--- src/rtl/dmem_pkg.sv ---
// Shared definitions for the data-memory arbiter and the data memory itself.
package dmem_pkg;

  localparam int unsigned DMEM_ADDR_WIDTH = 32;
  localparam int unsigned DMEM_DATA_WIDTH = 32;
  localparam int unsigned DMEM_RAM_HEIGHT = 2048;

  typedef enum logic [1:0] {
    SEL_NONE,
    SEL_C,
    SEL_D
  } port_sel_t;

endpackage

--- src/rtl/dmem_arb_pick.sv ---
// Pure pick logic for the dmem arbiter.
// DMEM_ARBITER_RR_EN selects round-robin on conflict; otherwise fixed C priority with starve override.
module dmem_arb_pick
  import dmem_pkg::*;
(
  input  logic      c_req,
  input  logic      d_req,
  input  logic      last_d,
  input  logic      starve,
  output port_sel_t sel
);

  always_comb begin
    sel = SEL_NONE;
    if (c_req && d_req) begin
`ifdef DMEM_ARBITER_RR_EN
      sel = last_d ? SEL_C : SEL_D;
`else
      sel = starve ? SEL_D : SEL_C;
`endif
    end else if (c_req) begin
      sel = SEL_C;
    end else if (d_req) begin
      sel = SEL_D;
    end
  end

`ifdef DMEM_ARBITER_RR_EN
  logic unused_starve;
  assign unused_starve = starve;
`else
  logic unused_last_d;
  assign unused_last_d = last_d;
`endif

endmodule

--- src/rtl/dmem_arbiter.sv ---
// Two-port (core C / loader D) arbiter in front of the single-port data memory.
// Define DMEM_ARBITER_RR_EN for round-robin conflicts instead of fixed priority with starve override.
module dmem_arbiter
  import dmem_pkg::*;
#(
  parameter int unsigned ADDR_WIDTH   = DMEM_ADDR_WIDTH,
  parameter int unsigned DATA_WIDTH   = DMEM_DATA_WIDTH,
  parameter int unsigned RAM_HEIGHT   = DMEM_RAM_HEIGHT,
  parameter int unsigned STARVE_LIMIT = 4
) (
  input  logic                  clk,
  input  logic                  rst_,
  input  logic                  c_req,
  input  logic                  c_we,
  input  logic [ADDR_WIDTH-1:0] c_addr,
  input  logic [DATA_WIDTH-1:0] c_wdata,
  output logic                  c_gnt,
  output logic                  c_rvalid,
  output logic [DATA_WIDTH-1:0] c_rdata,
  output logic                  c_err,
  input  logic                  d_req,
  input  logic                  d_we,
  input  logic [ADDR_WIDTH-1:0] d_addr,
  input  logic [DATA_WIDTH-1:0] d_wdata,
  output logic                  d_gnt,
  output logic                  d_rvalid,
  output logic [DATA_WIDTH-1:0] d_rdata,
  output logic                  d_err,
  output logic                  mem_rd,
  output logic                  mem_wrt,
  output logic [ADDR_WIDTH-1:0] mem_addr,
  output logic [DATA_WIDTH-1:0] mem_wdata,
  input  logic [DATA_WIDTH-1:0] mem_rdata
);

  port_sel_t             sel;
  logic                  last_d_q;
  logic                  starve;
  logic                  win_c, win_d;
  logic                  win_we;
  logic [ADDR_WIDTH-1:0] win_addr;
  logic [DATA_WIDTH-1:0] win_wdata;
  logic                  in_range;
  logic                  c_rd_ok, d_rd_ok;
  logic                  c_rvalid_q, d_rvalid_q, c_err_q, d_err_q;
  logic [DATA_WIDTH-1:0] c_rdata_q, d_rdata_q;

  dmem_arb_pick u_pick (
    .c_req  (c_req),
    .d_req  (d_req),
    .last_d (last_d_q),
    .starve (starve),
    .sel    (sel)
  );

  // Address/data follow the pick even in reset; only grants and strobes are gated.
  always_comb begin
    win_we    = 1'b0;
    win_addr  = '0;
    win_wdata = '0;
    unique case (sel)
      SEL_C: begin
        win_we    = c_we;
        win_addr  = c_addr;
        win_wdata = c_wdata;
      end
      SEL_D: begin
        win_we    = d_we;
        win_addr  = d_addr;
        win_wdata = d_wdata;
      end
      default: ;
    endcase
  end

  assign win_c    = rst_ && (sel == SEL_C);
  assign win_d    = rst_ && (sel == SEL_D);
  assign in_range = 64'(win_addr) < 64'(RAM_HEIGHT);

  assign c_gnt     = win_c;
  assign d_gnt     = win_d;
  assign mem_rd    = (win_c || win_d) && in_range && !win_we;
  assign mem_wrt   = (win_c || win_d) && in_range && win_we;
  assign mem_addr  = win_addr;
  assign mem_wdata = win_wdata;

  assign c_rd_ok = win_c && in_range && !win_we;
  assign d_rd_ok = win_d && in_range && !win_we;

  always_ff @(posedge clk or negedge rst_) begin
    if (!rst_) begin
      c_rvalid_q <= 1'b0;
      d_rvalid_q <= 1'b0;
      c_err_q    <= 1'b0;
      d_err_q    <= 1'b0;
      c_rdata_q  <= '0;
      d_rdata_q  <= '0;
      last_d_q   <= 1'b1;
    end else begin
      c_rvalid_q <= c_rd_ok;
      d_rvalid_q <= d_rd_ok;
      c_err_q    <= win_c && !in_range;
      d_err_q    <= win_d && !in_range;
      if (c_rd_ok) c_rdata_q <= mem_rdata;
      if (d_rd_ok) d_rdata_q <= mem_rdata;
      if (c_req && d_req) last_d_q <= win_d;
    end
  end

`ifndef DMEM_ARBITER_RR_EN
  localparam int unsigned CntW = (STARVE_LIMIT > 0) ? $clog2(STARVE_LIMIT + 1) : 1;
  logic [CntW-1:0] starve_cnt_q;

  always_ff @(posedge clk or negedge rst_) begin
    if (!rst_) begin
      starve_cnt_q <= '0;
    end else if (!d_req || win_d) begin
      starve_cnt_q <= '0;
    end else if (starve_cnt_q != CntW'(STARVE_LIMIT)) begin
      starve_cnt_q <= starve_cnt_q + 1'b1;
    end
  end

  assign starve = (starve_cnt_q == CntW'(STARVE_LIMIT));
`else
  assign starve = 1'b0;
`endif

  assign c_rvalid = c_rvalid_q;
  assign d_rvalid = d_rvalid_q;
  assign c_err    = c_err_q;
  assign d_err    = d_err_q;
  assign c_rdata  = c_rdata_q;
  assign d_rdata  = d_rdata_q;

endmodule

--- config.mk ---
export PLATFORM = sky130hd
export DESIGN_NAME = dmem_arbiter
export DESIGN_NICKNAME = d
export VERILOG_FILES = /design/src/rtl/dmem_pkg.sv /design/src/rtl/dmem_arb_pick.sv /design/src/rtl/dmem_arbiter.sv
export SDC_FILE = /design/constraint.sdc
export NUM_CORES = 1
export LEC_CHECK = 0
export BUFFER_PORTS_ARGS = -buffer_cell sky130_fd_sc_hd__buf_2
export CAP_MARGIN = 20
export CELL_PAD_IN_SITES_DETAIL_PLACEMENT = 0
export CELL_PAD_IN_SITES_GLOBAL_PLACEMENT = 1
export CORE_ASPECT_RATIO = 0.5
export CORE_MARGIN = 8
export CORE_UTILIZATION = 31
export CTS_BUF_LIST = sky130_fd_sc_hd__clkbuf_8
export CTS_CLUSTER_DIAMETER = 200
export DETAILED_ROUTE_END_ITERATION = 10
export PLACE_DENSITY = 0.95
export SLEW_MARGIN = 20
export SYNTH_ARGS = -nofsm -noshare
export SYNTH_HDL_FRONTEND = slang
export SYNTH_SLANG_ARGS = --single-unit
--- constraint.sdc ---
create_clock -name clk -period 5.49 [get_ports clk]
set_input_delay 0.2745 -clock clk [delete_from_list [all_inputs] [get_ports clk]]
set_output_delay 0.2745 -clock clk [all_outputs]
set_load 0.01 [all_outputs]
==> impl_metrics.prom, run 1 <==
# TYPE chip_impl_metric gauge
chip_impl_info{name="outcome",value="complete, no violations"} 1
chip_impl_metric{name="routedWlPerCell",unit="um"} 20.1
chip_impl_metric{name="fin_total_pwr",unit="uW"} 1300
chip_impl_metric{name="hold-worst-slack",unit="ns"} 0.152
chip_impl_metric{name="grt_pass1_vias",unit=""} 3774
chip_impl_info{name="cp_cell_sequence",value="inv_1, ha_1, nand2_1, a21oi_4, buf_4, a221o_1, or4_2, buf_12, mux2_4"} 1
chip_impl_metric{name="gr-usage-all-layers",unit="%"} 18.2
chip_impl_info{name="worst_r2r_endpoint",value="c_rdata[22]$_DFFE_PN0P_"} 1
chip_impl_metric{name="worst-path-stages",unit=""} 9
chip_impl_metric{name="cts.sink_count",unit=""} 71
chip_impl_metric{name="design.portCount",unit=""} 302
chip_impl_metric{name="leakagePower",unit="uW"} 0.00331
chip_impl_metric{name="maxCapViolations",unit=""} 0
chip_impl_metric{name="met2_layer_usage_reported_by_global_route",unit="%"} 29.5
chip_impl_metric{name="cp.arrival",unit="ns"} 3.68
chip_impl_metric{name="grt_start_max_net_pins",unit=""} 75
chip_impl_metric{name="starting_density_of_the_core",unit="%"} 31.3
chip_impl_metric{name="vias",unit=""} 3561
chip_impl_metric{name="placedCellCount",unit=""} 724
chip_impl_metric{name="synth.net_count",unit=""} 443
chip_impl_metric{name="place_worst_setup_slack",unit="ns"} 1.88
chip_impl_metric{name="postCtsHoldBufs",unit=""} 0
chip_impl_metric{name="setup_tns",unit="ns"} 0
chip_impl_metric{name="clock_insertion_delay_at_the_later_pin_of_the_skew_report",unit="ns"} 0.34
chip_impl_info{name="ys_top_cells_by_area",value="sky130_fd_sc_hd__dfrtp_1, sky130_fd_sc_hd__a22o_1, sky130_fd_sc_hd__mux2_4"} 1
chip_impl_metric{name="clock_tree.htree_level_count",unit=""} 3
chip_impl_metric{name="final_nets",unit=""} 739
chip_impl_metric{name="postSynthRegisterBits",unit=""} 71
chip_impl_info{name="crit_path_top_delay_cell",value="sky130_fd_sc_hd__or4_2"} 1
chip_impl_info{name="tritoncts",value="done"} 1
chip_impl_info{name="top_usage_layer_grt",value="met2"} 1
chip_impl_info{name="end_kind",value="register"} 1
chip_impl_metric{name="drtIter0Drc",unit=""} 242
chip_impl_metric{name="die_height",unit="um"} 92.5
chip_impl_metric{name="wire_length_of_the_first_global_routing_pass",unit="um"} 22400
chip_impl_metric{name="total_die_area",unit="um^2"} 15600
chip_impl_metric{name="slew_viol_final",unit=""} 0
chip_impl_metric{name="netlist.area_leader.share",unit="%"} 49.0
chip_impl_metric{name="worst_slack",unit="ns"} 2.03
chip_impl_info{name="critical_register_to_register_path_startpoint",value="starve_cnt_q[0]$_DFFE_PN0P_"} 1
chip_impl_info{name="critPathLaunch",value="starve_cnt_q[0]$_DFFE_PN0P_"} 1
chip_impl_metric{name="layout_worst_path_cycle_share",unit="%"} 63.0
chip_impl_metric{name="slew-limit-headroom",unit="%"} 40.0
chip_impl_metric{name="netlist-cell-type-count",unit=""} 28
chip_impl_metric{name="critical_path.max_stage_delay",unit="ns"} 0.86
chip_impl_metric{name="postRouteAntennaNets",unit=""} 0
chip_impl_info{name="synthDominantAreaCellType",value="sky130_fd_sc_hd__dfrtp_1"} 1
chip_impl_info{name="worst_hold_path_type",value="in -> reg"} 1
chip_impl_metric{name="maxClockFrequency",unit="GHz"} 0.289
chip_impl_metric{name="cts_setup_buffers",unit=""} 0
chip_impl_metric{name="worst_r2r_path_depth",unit=""} 9
chip_impl_metric{name="drt_pass_1_iters",unit=""} 5
chip_impl_metric{name="worst-r2r-setup-slack",unit="ns"} 2.03
chip_impl_metric{name="hpwl_reported_at_the_end_of_detailed_placement",unit="um"} 12300
chip_impl_metric{name="worstMarginPinSlew",unit="ns"} 0.901
chip_impl_info{name="capturing_instance_or_port_of_the_critical_path",value="c_rdata[22]$_DFFE_PN0P_"} 1
chip_impl_metric{name="placementRows",unit=""} 28
chip_impl_metric{name="io_buffer_count",unit=""} 301
chip_impl_metric{name="yosys_warn_count",unit=""} 0
chip_impl_metric{name="chipWidth",unit="um"} 169
chip_impl_metric{name="globalRoute.totalOverflow",unit=""} 0
chip_impl_metric{name="critical_path_required",unit="ns"} 5.71
chip_impl_metric{name="critical_path.n_buffers_inverters",unit=""} 3
chip_impl_metric{name="use_met1",unit="%"} 23.5
chip_impl_metric{name="synth-seq-area-share",unit="%"} 49.0
chip_impl_info{name="layout.cells.most_common_list",value="sky130_fd_sc_hd__buf_2, sky130_fd_sc_hd__dfrtp_1, sky130_fd_sc_hd__a22o_1"} 1
chip_impl_metric{name="cts.clk_slew.worst_paths",unit="ns"} 0.08
chip_impl_info{name="final_common_cell",value="sky130_fd_sc_hd__buf_2"} 1
chip_impl_info{name="worst_setup_path_start_kind",value="register"} 1
chip_impl_metric{name="coreArea",unit="um^2"} 11600
chip_impl_info{name="crit_type",value="reg -> reg"} 1
chip_impl_metric{name="max-clock-path-buffers",unit=""} 2
chip_impl_metric{name="mappedNetlistArea",unit="um^2"} 3630
chip_impl_metric{name="drive_above_1_share",unit="%"} 67.9
chip_impl_metric{name="finalSetupViolCount",unit=""} 0
chip_impl_metric{name="worst-path-max-fanout",unit=""} 70
chip_impl_metric{name="layout_min_cycle_time",unit="ns"} 3.46
chip_impl_metric{name="cts_buffers",unit=""} 9
chip_impl_metric{name="p_per_cell_area",unit="nW/um^2"} 234
chip_impl_metric{name="syn_to_final_growth",unit="%"} 52.8
chip_impl_info{name="clk_root_buffer_cell",value="sky130_fd_sc_hd__clkbuf_8"} 1
chip_impl_metric{name="globalRouteMet3Util",unit="%"} 6.24
chip_impl_metric{name="antenna_diode_count",unit=""} 0
chip_impl_metric{name="hold_viol",unit=""} 0
chip_impl_metric{name="synth.avg_cell_area",unit="um^2"} 13.2
chip_impl_metric{name="fin_skew",unit="ns"} 0.00975
chip_impl_metric{name="peakVddDrop",unit="mV"} 0.141
chip_impl_metric{name="cts_repair_resize_count",unit=""} 0
chip_impl_metric{name="layoutNonFillerInstCount",unit=""} 741
chip_impl_metric{name="drc",unit=""} 0
chip_impl_metric{name="route.final.wire_length",unit="um"} 14900
chip_impl_metric{name="via_per_inst",unit=""} 4.81
chip_impl_metric{name="antenna_violations_before_repair",unit=""} 0
chip_impl_metric{name="place.gp.congestion",unit=""} 0.912
chip_impl_info{name="unrepaired_setup_endpoints_after_global_routing",value="no"} 1
chip_impl_info{name="crit_family",value="simple AND/OR/NAND/NOR gates"} 1
chip_impl_metric{name="syn-instance-count",unit=""} 275
## kinds of logic after synthesis
family	share of synthesized area, %
AND/OR/NAND/NOR	4.97
flip-flops	49.0
AO/OA/AOI/OAI	17.7
buffers and inverters	4.66
adder cells (fa/ha/maj)	0.690
multiplexers	23.0
## state kept, by name, indices dropped and copies added, names as in the netlist
register,count
d_rdata,32
c_rdata,32
c_rvalid,1
d_err,1
d_rvalid,1
starve_cnt_q,3
c_err,1
## synth_stat cells (all sizes together)
master,instances
dfrtp,71
a22o,64
mux2,64
buf,11
clkbuf,10
nor4,9
inv,8
nand2,8
nor2,5
nor3,5
a22oi,3
a21oi,2
a221o,2
and2,2
ha,2
nand3,2
or4,2
a221oi,1
a31oi,1
a32oi,1
nand4,1
o21ai,1
## per-stage QoR
step | utilization [%] | instance area [um^2]
finish | 47.8 | 5540
global route | 47.8 | 5540
floorplan | - | 3630
detailed placement | 45.4 | 5270
CTS | 47.6 | 5520
global placement | 45.4 | 5270
## worst reg2reg max path: stages, from the launching register on
cell and delay [ns]:
sky130_fd_sc_hd__dfrtp_1 0.38, sky130_fd_sc_hd__inv_1 0.07, sky130_fd_sc_hd__ha_1 0.25, sky130_fd_sc_hd__nand2_1 0.22
sky130_fd_sc_hd__a21oi_4 0.08, sky130_fd_sc_hd__buf_4 0.34, sky130_fd_sc_hd__a221o_1 0.52, sky130_fd_sc_hd__or4_2 0.86
sky130_fd_sc_hd__buf_12 0.30, sky130_fd_sc_hd__mux2_4 0.33
## worst min path at each step
stage                     cells after the start                      end  slack (ns)                    start
after global routing                          2       c_rvalid$_DFF_PN0_        0.12                     c_we
after detailed placement                      1  c_rdata[13]$_DFFE_PN0P_        0.49  c_rdata[13]$_DFFE_PN0P_
final                                         2       c_rvalid$_DFF_PN0_        0.15                     c_we
after CTS                                     2       c_rvalid$_DFF_PN0_        0.12                     c_we
after floorplan                               0          c_err$_DFF_PN0_       -0.02                     rst_
after global placement                        1   d_rdata[1]$_DFFE_PN0P_        0.49   d_rdata[1]$_DFFE_PN0P_
## report_power, final
part | leakage (uW) | internal, uW | switching [uW] | total (uW)
Clock | 0.000126 | 308 | 207 | 515
Sequential | 0.000986 | 532 | 5.51 | 538
Combinational | 0.00220 | 114 | 128 | 242
Total | 0.00331 | 955 | 341 | 1300
## cell type report
class	instances	area [um^2]
Fill cell	1066	6050
Timing Repair Buffer	306	1560
Clock inverter	7	128
Tap cell	165	206
Multi-Input combinational cell	175	1720
Sequential cell	71	1780
Inverter	8	30.0
Clock buffer	9	124
## metal layers
| layer | wire, um | vias to the layer above |
|---|---|---|
| li1 | - | 1651 |
| met1 | 6380 | 1733 |
| met2 | 7210 | 163 |
| met3 | 1190 | 14 |
| met4 | 153 | 0 |
| met5 | 0 | - |
(Power assumes the default switching activity.)
==> inputs of run 2 (changes only) <==
--- a/config.mk
+++ b/config.mk
@@ -11,11 +11,11 @@
 export CELL_PAD_IN_SITES_GLOBAL_PLACEMENT = 1
 export CORE_ASPECT_RATIO = 0.5
 export CORE_MARGIN = 8
-export CORE_UTILIZATION = 31
+export CORE_UTILIZATION = 26
 export CTS_BUF_LIST = sky130_fd_sc_hd__clkbuf_8
 export CTS_CLUSTER_DIAMETER = 200
 export DETAILED_ROUTE_END_ITERATION = 10
-export PLACE_DENSITY = 0.95
+export PLACE_DENSITY = 0.9
 export SLEW_MARGIN = 20
 export SYNTH_ARGS = -nofsm -noshare
 export SYNTH_HDL_FRONTEND = slang
==> constraint.sdc (replaced) <==
create_clock -name clk -period 3.15 [get_ports clk]
set_input_delay 0.1575 -clock clk [delete_from_list [all_inputs] [get_ports clk]]
set_output_delay 0.1575 -clock clk [all_outputs]
set_load 0.01 [all_outputs]
==> impl_metrics.prom, run 2 (same netlist as run 1, synthesis figures left out) <==
# TYPE chip_impl_metric gauge
chip_impl_info{name="outcome",value="complete, no violations"} 1
chip_impl_metric{name="drive_above_1_share",unit="%"} 67.8
chip_impl_metric{name="placementRows",unit=""} 30
chip_impl_metric{name="clock_insertion_delay_at_the_later_pin_of_the_skew_report",unit="ns"} 0.34
chip_impl_metric{name="worst-r2r-setup-slack",unit="ns"} 0.45
chip_impl_metric{name="power.switching",unit="uW"} 563
chip_impl_metric{name="antenna_violations_before_repair",unit=""} 2
chip_impl_metric{name="cp.arrival",unit="ns"} 2.92
chip_impl_metric{name="grt_pass1_vias",unit=""} 3798
chip_impl_metric{name="p_comb_share",unit="%"} 20.4
chip_impl_metric{name="critical_path_required",unit="ns"} 3.37
chip_impl_metric{name="fin_skew",unit="ns"} 0.00991
chip_impl_metric{name="hold_depth",unit=""} 2
chip_impl_metric{name="wire_length_of_the_first_global_routing_pass",unit="um"} 21500
chip_impl_metric{name="drt_pass_1_iters",unit=""} 4
chip_impl_metric{name="cts_repair_resize_count",unit=""} 0
chip_impl_metric{name="worst_r2r_path_depth",unit=""} 8
chip_impl_metric{name="worst-path-max-fanout",unit=""} 32
chip_impl_metric{name="cts_buffers",unit=""} 9
chip_impl_metric{name="hpwl_reported_at_the_end_of_detailed_placement",unit="um"} 11700
chip_impl_metric{name="place_worst_setup_slack",unit="ns"} 0.460
chip_impl_info{name="layout.cells.most_common_list",value="sky130_fd_sc_hd__buf_2, sky130_fd_sc_hd__dfrtp_1, sky130_fd_sc_hd__a22o_1"} 1
chip_impl_metric{name="setup_tns",unit="ns"} 0
chip_impl_info{name="tritoncts",value="done"} 1
chip_impl_metric{name="design.portCount",unit=""} 302
chip_impl_info{name="crit_family",value="simple AND/OR/NAND/NOR gates"} 1
chip_impl_metric{name="globalRoute.totalOverflow",unit=""} 0
chip_impl_metric{name="cell_int_power",unit="uW"} 1490
chip_impl_metric{name="max-clock-path-buffers",unit=""} 2
chip_impl_metric{name="worst_slack",unit="ns"} 0.450
chip_impl_metric{name="grt_start_max_net_pins",unit=""} 75
chip_impl_metric{name="critical_path.n_buffers_inverters",unit=""} 2
chip_impl_metric{name="layout_worst_path_cycle_share",unit="%"} 85.7
chip_impl_metric{name="maxCapViolations",unit=""} 0
chip_impl_metric{name="vias",unit=""} 3529
chip_impl_info{name="worst_r2r_endpoint",value="c_rdata[9]$_DFFE_PN0P_"} 1
chip_impl_info{name="crit_type",value="reg -> reg"} 1
chip_impl_info{name="hold-path-endpoint",value="c_rdata[14]$_DFFE_PN0P_"} 1
chip_impl_info{name="cp_cell_sequence",value="inv_1, ha_1, nand2_1, a21oi_4, a221o_1, or4_2, buf_4, mux2_4"} 1
chip_impl_metric{name="drc",unit=""} 0
chip_impl_metric{name="power.share.clock",unit="%"} 33.9
chip_impl_info{name="crit_path_top_delay_cell",value="sky130_fd_sc_hd__or4_2"} 1
chip_impl_metric{name="slew-limit-headroom",unit="%"} 38.5
chip_impl_metric{name="starting_density_of_the_core",unit="%"} 26.7
chip_impl_metric{name="syn_to_final_growth",unit="%"} 52.9
chip_impl_metric{name="sequentialPowerShare",unit="%"} 45.7
chip_impl_info{name="worst_hold_path_type",value="in -> reg"} 1
chip_impl_info{name="worst_setup_path_start_kind",value="register"} 1
chip_impl_metric{name="leakagePower",unit="uW"} 0.00330
chip_impl_metric{name="finalSetupViolCount",unit=""} 0
chip_impl_metric{name="postRouteAntennaNets",unit=""} 0
chip_impl_info{name="unrepaired_setup_endpoints_after_global_routing",value="no"} 1
chip_impl_info{name="critical_register_to_register_path_startpoint",value="starve_cnt_q[0]$_DFFE_PN0P_"} 1
chip_impl_metric{name="route.final.wire_length",unit="um"} 14200
chip_impl_metric{name="routedWlPerCell",unit="um"} 18.3
chip_impl_metric{name="final_nets",unit=""} 743
chip_impl_info{name="clk_root_buffer_cell",value="sky130_fd_sc_hd__clkbuf_8"} 1
chip_impl_info{name="final_common_cell",value="sky130_fd_sc_hd__buf_2"} 1
chip_impl_metric{name="cts.sink_count",unit=""} 71
chip_impl_metric{name="io_buffer_count",unit=""} 301
chip_impl_metric{name="critical_path.max_stage_delay",unit="ns"} 0.54
chip_impl_metric{name="drtIter0Drc",unit=""} 192
chip_impl_metric{name="gr-usage-all-layers",unit="%"} 14.7
chip_impl_metric{name="place.gp.congestion",unit=""} 0.799
chip_impl_info{name="hold_path_startpoint",value="mem_rdata[14]"} 1
chip_impl_metric{name="p_per_cell_area",unit="nW/um^2"} 370
chip_impl_metric{name="worstMarginPinSlew",unit="ns"} 0.922
chip_impl_metric{name="layout_min_cycle_time",unit="ns"} 2.70
chip_impl_metric{name="total_die_area",unit="um^2"} 18200
chip_impl_metric{name="via_per_inst",unit=""} 4.57
chip_impl_metric{name="die_height",unit="um"} 99.5
chip_impl_metric{name="clock_tree.htree_level_count",unit=""} 3
chip_impl_metric{name="fin_total_pwr",unit="uW"} 2050
chip_impl_metric{name="chipWidth",unit="um"} 183
chip_impl_info{name="end_kind",value="register"} 1
chip_impl_metric{name="slew_viol_final",unit=""} 0
chip_impl_metric{name="power.share.switching",unit="%"} 27.4
chip_impl_metric{name="coreArea",unit="um^2"} 13600
chip_impl_metric{name="peakVddDrop",unit="mV"} 0.207
chip_impl_metric{name="maxClockFrequency",unit="GHz"} 0.370
chip_impl_metric{name="cts.clk_slew.worst_paths",unit="ns"} 0.08
chip_impl_metric{name="hold_viol",unit=""} 0
==> run 2: changes by cell type in the layout (fill, tap and decap cells not counted), sizes merged <==
cell | previous run | this run
buf | 306 | 309
dlygate4sd3 | 0 | 1
clkinvlp | 0 | 1
bufinv | 3 | 1
diode | 0 | 1
inv | 10 | 9
clkinv | 2 | 4
==> run 2: area by class of cell <==
type | count | area, um^2
fill | 1353 | 8040
sequential | 71 | 1780
multi-input combinational | 175 | 1720
timing repair buffer | 310 | 1590
tap | 192 | 240
clock buffer | 9 | 124
clock inverter | 7 | 65.1
inverter | 8 | 30.0
antenna | 1 | 2.50
==> run 2: per-layer routing <==
layer	wire length [um]	GRT usage (%)	up-vias	share of wire (%)
met5	23	0	-	0.16
met4	176	4.10	4	1.2
met3	1140	4.40	22	8.1
met2	7360	26.9	169	52
met1	5460	16.4	1675	39
li1	-	-	1659	-
==> run 2: power groups by stage <==
stage | clock, uW | sequential (uW) | combinational [uW]
global placement | 0 | 954 | 416
finish | 697 | 937 | 419
floorplan | 0 | 962 | 160
CTS | 728 | 937 | 424
global route | 759 | 939 | 455
detailed placement | 0 | 955 | 422
==> run 2: what timing repair did <==
item / CTS / global route
hold endpoints to repair: 1 / 0
setup buffers: 0 / 0
hold buffers: 1 / 0
==> run 2: per-stage QoR <==
stage | cell area (um^2) | cells | util [%] | hold WS (ns)
after floorplan | 3630 | 275 | - | -0.138
after global placement | 5350 | 755 | 39.3 | 0.371
after detailed placement | 5350 | 755 | 39.3 | 0.375
after CTS | 5550 | 772 | 40.8 | 0.0271
after global routing | 5550 | 772 | 40.8 | 0.0295
final | 5550 | 773 | 40.8 | 0.0542
==> run 2: worst max path at each step <==
stage	slack [ns]	startpoint	to	cells after the start
after floorplan	0.74	starve_cnt_q[0]$_DFFE_PN0P_	c_rdata[0]$_DFFE_PN0P_	9
after global placement	0.52	starve_cnt_q[0]$_DFFE_PN0P_	c_rdata[15]$_DFFE_PN0P_	8
after detailed placement	0.46	starve_cnt_q[0]$_DFFE_PN0P_	c_rdata[5]$_DFFE_PN0P_	8
after CTS	0.46	starve_cnt_q[0]$_DFFE_PN0P_	c_rdata[9]$_DFFE_PN0P_	8
after global routing	0.31	starve_cnt_q[0]$_DFFE_PN0P_	c_rdata[9]$_DFFE_PN0P_	8
final	0.45	starve_cnt_q[0]$_DFFE_PN0P_	c_rdata[9]$_DFFE_PN0P_	8
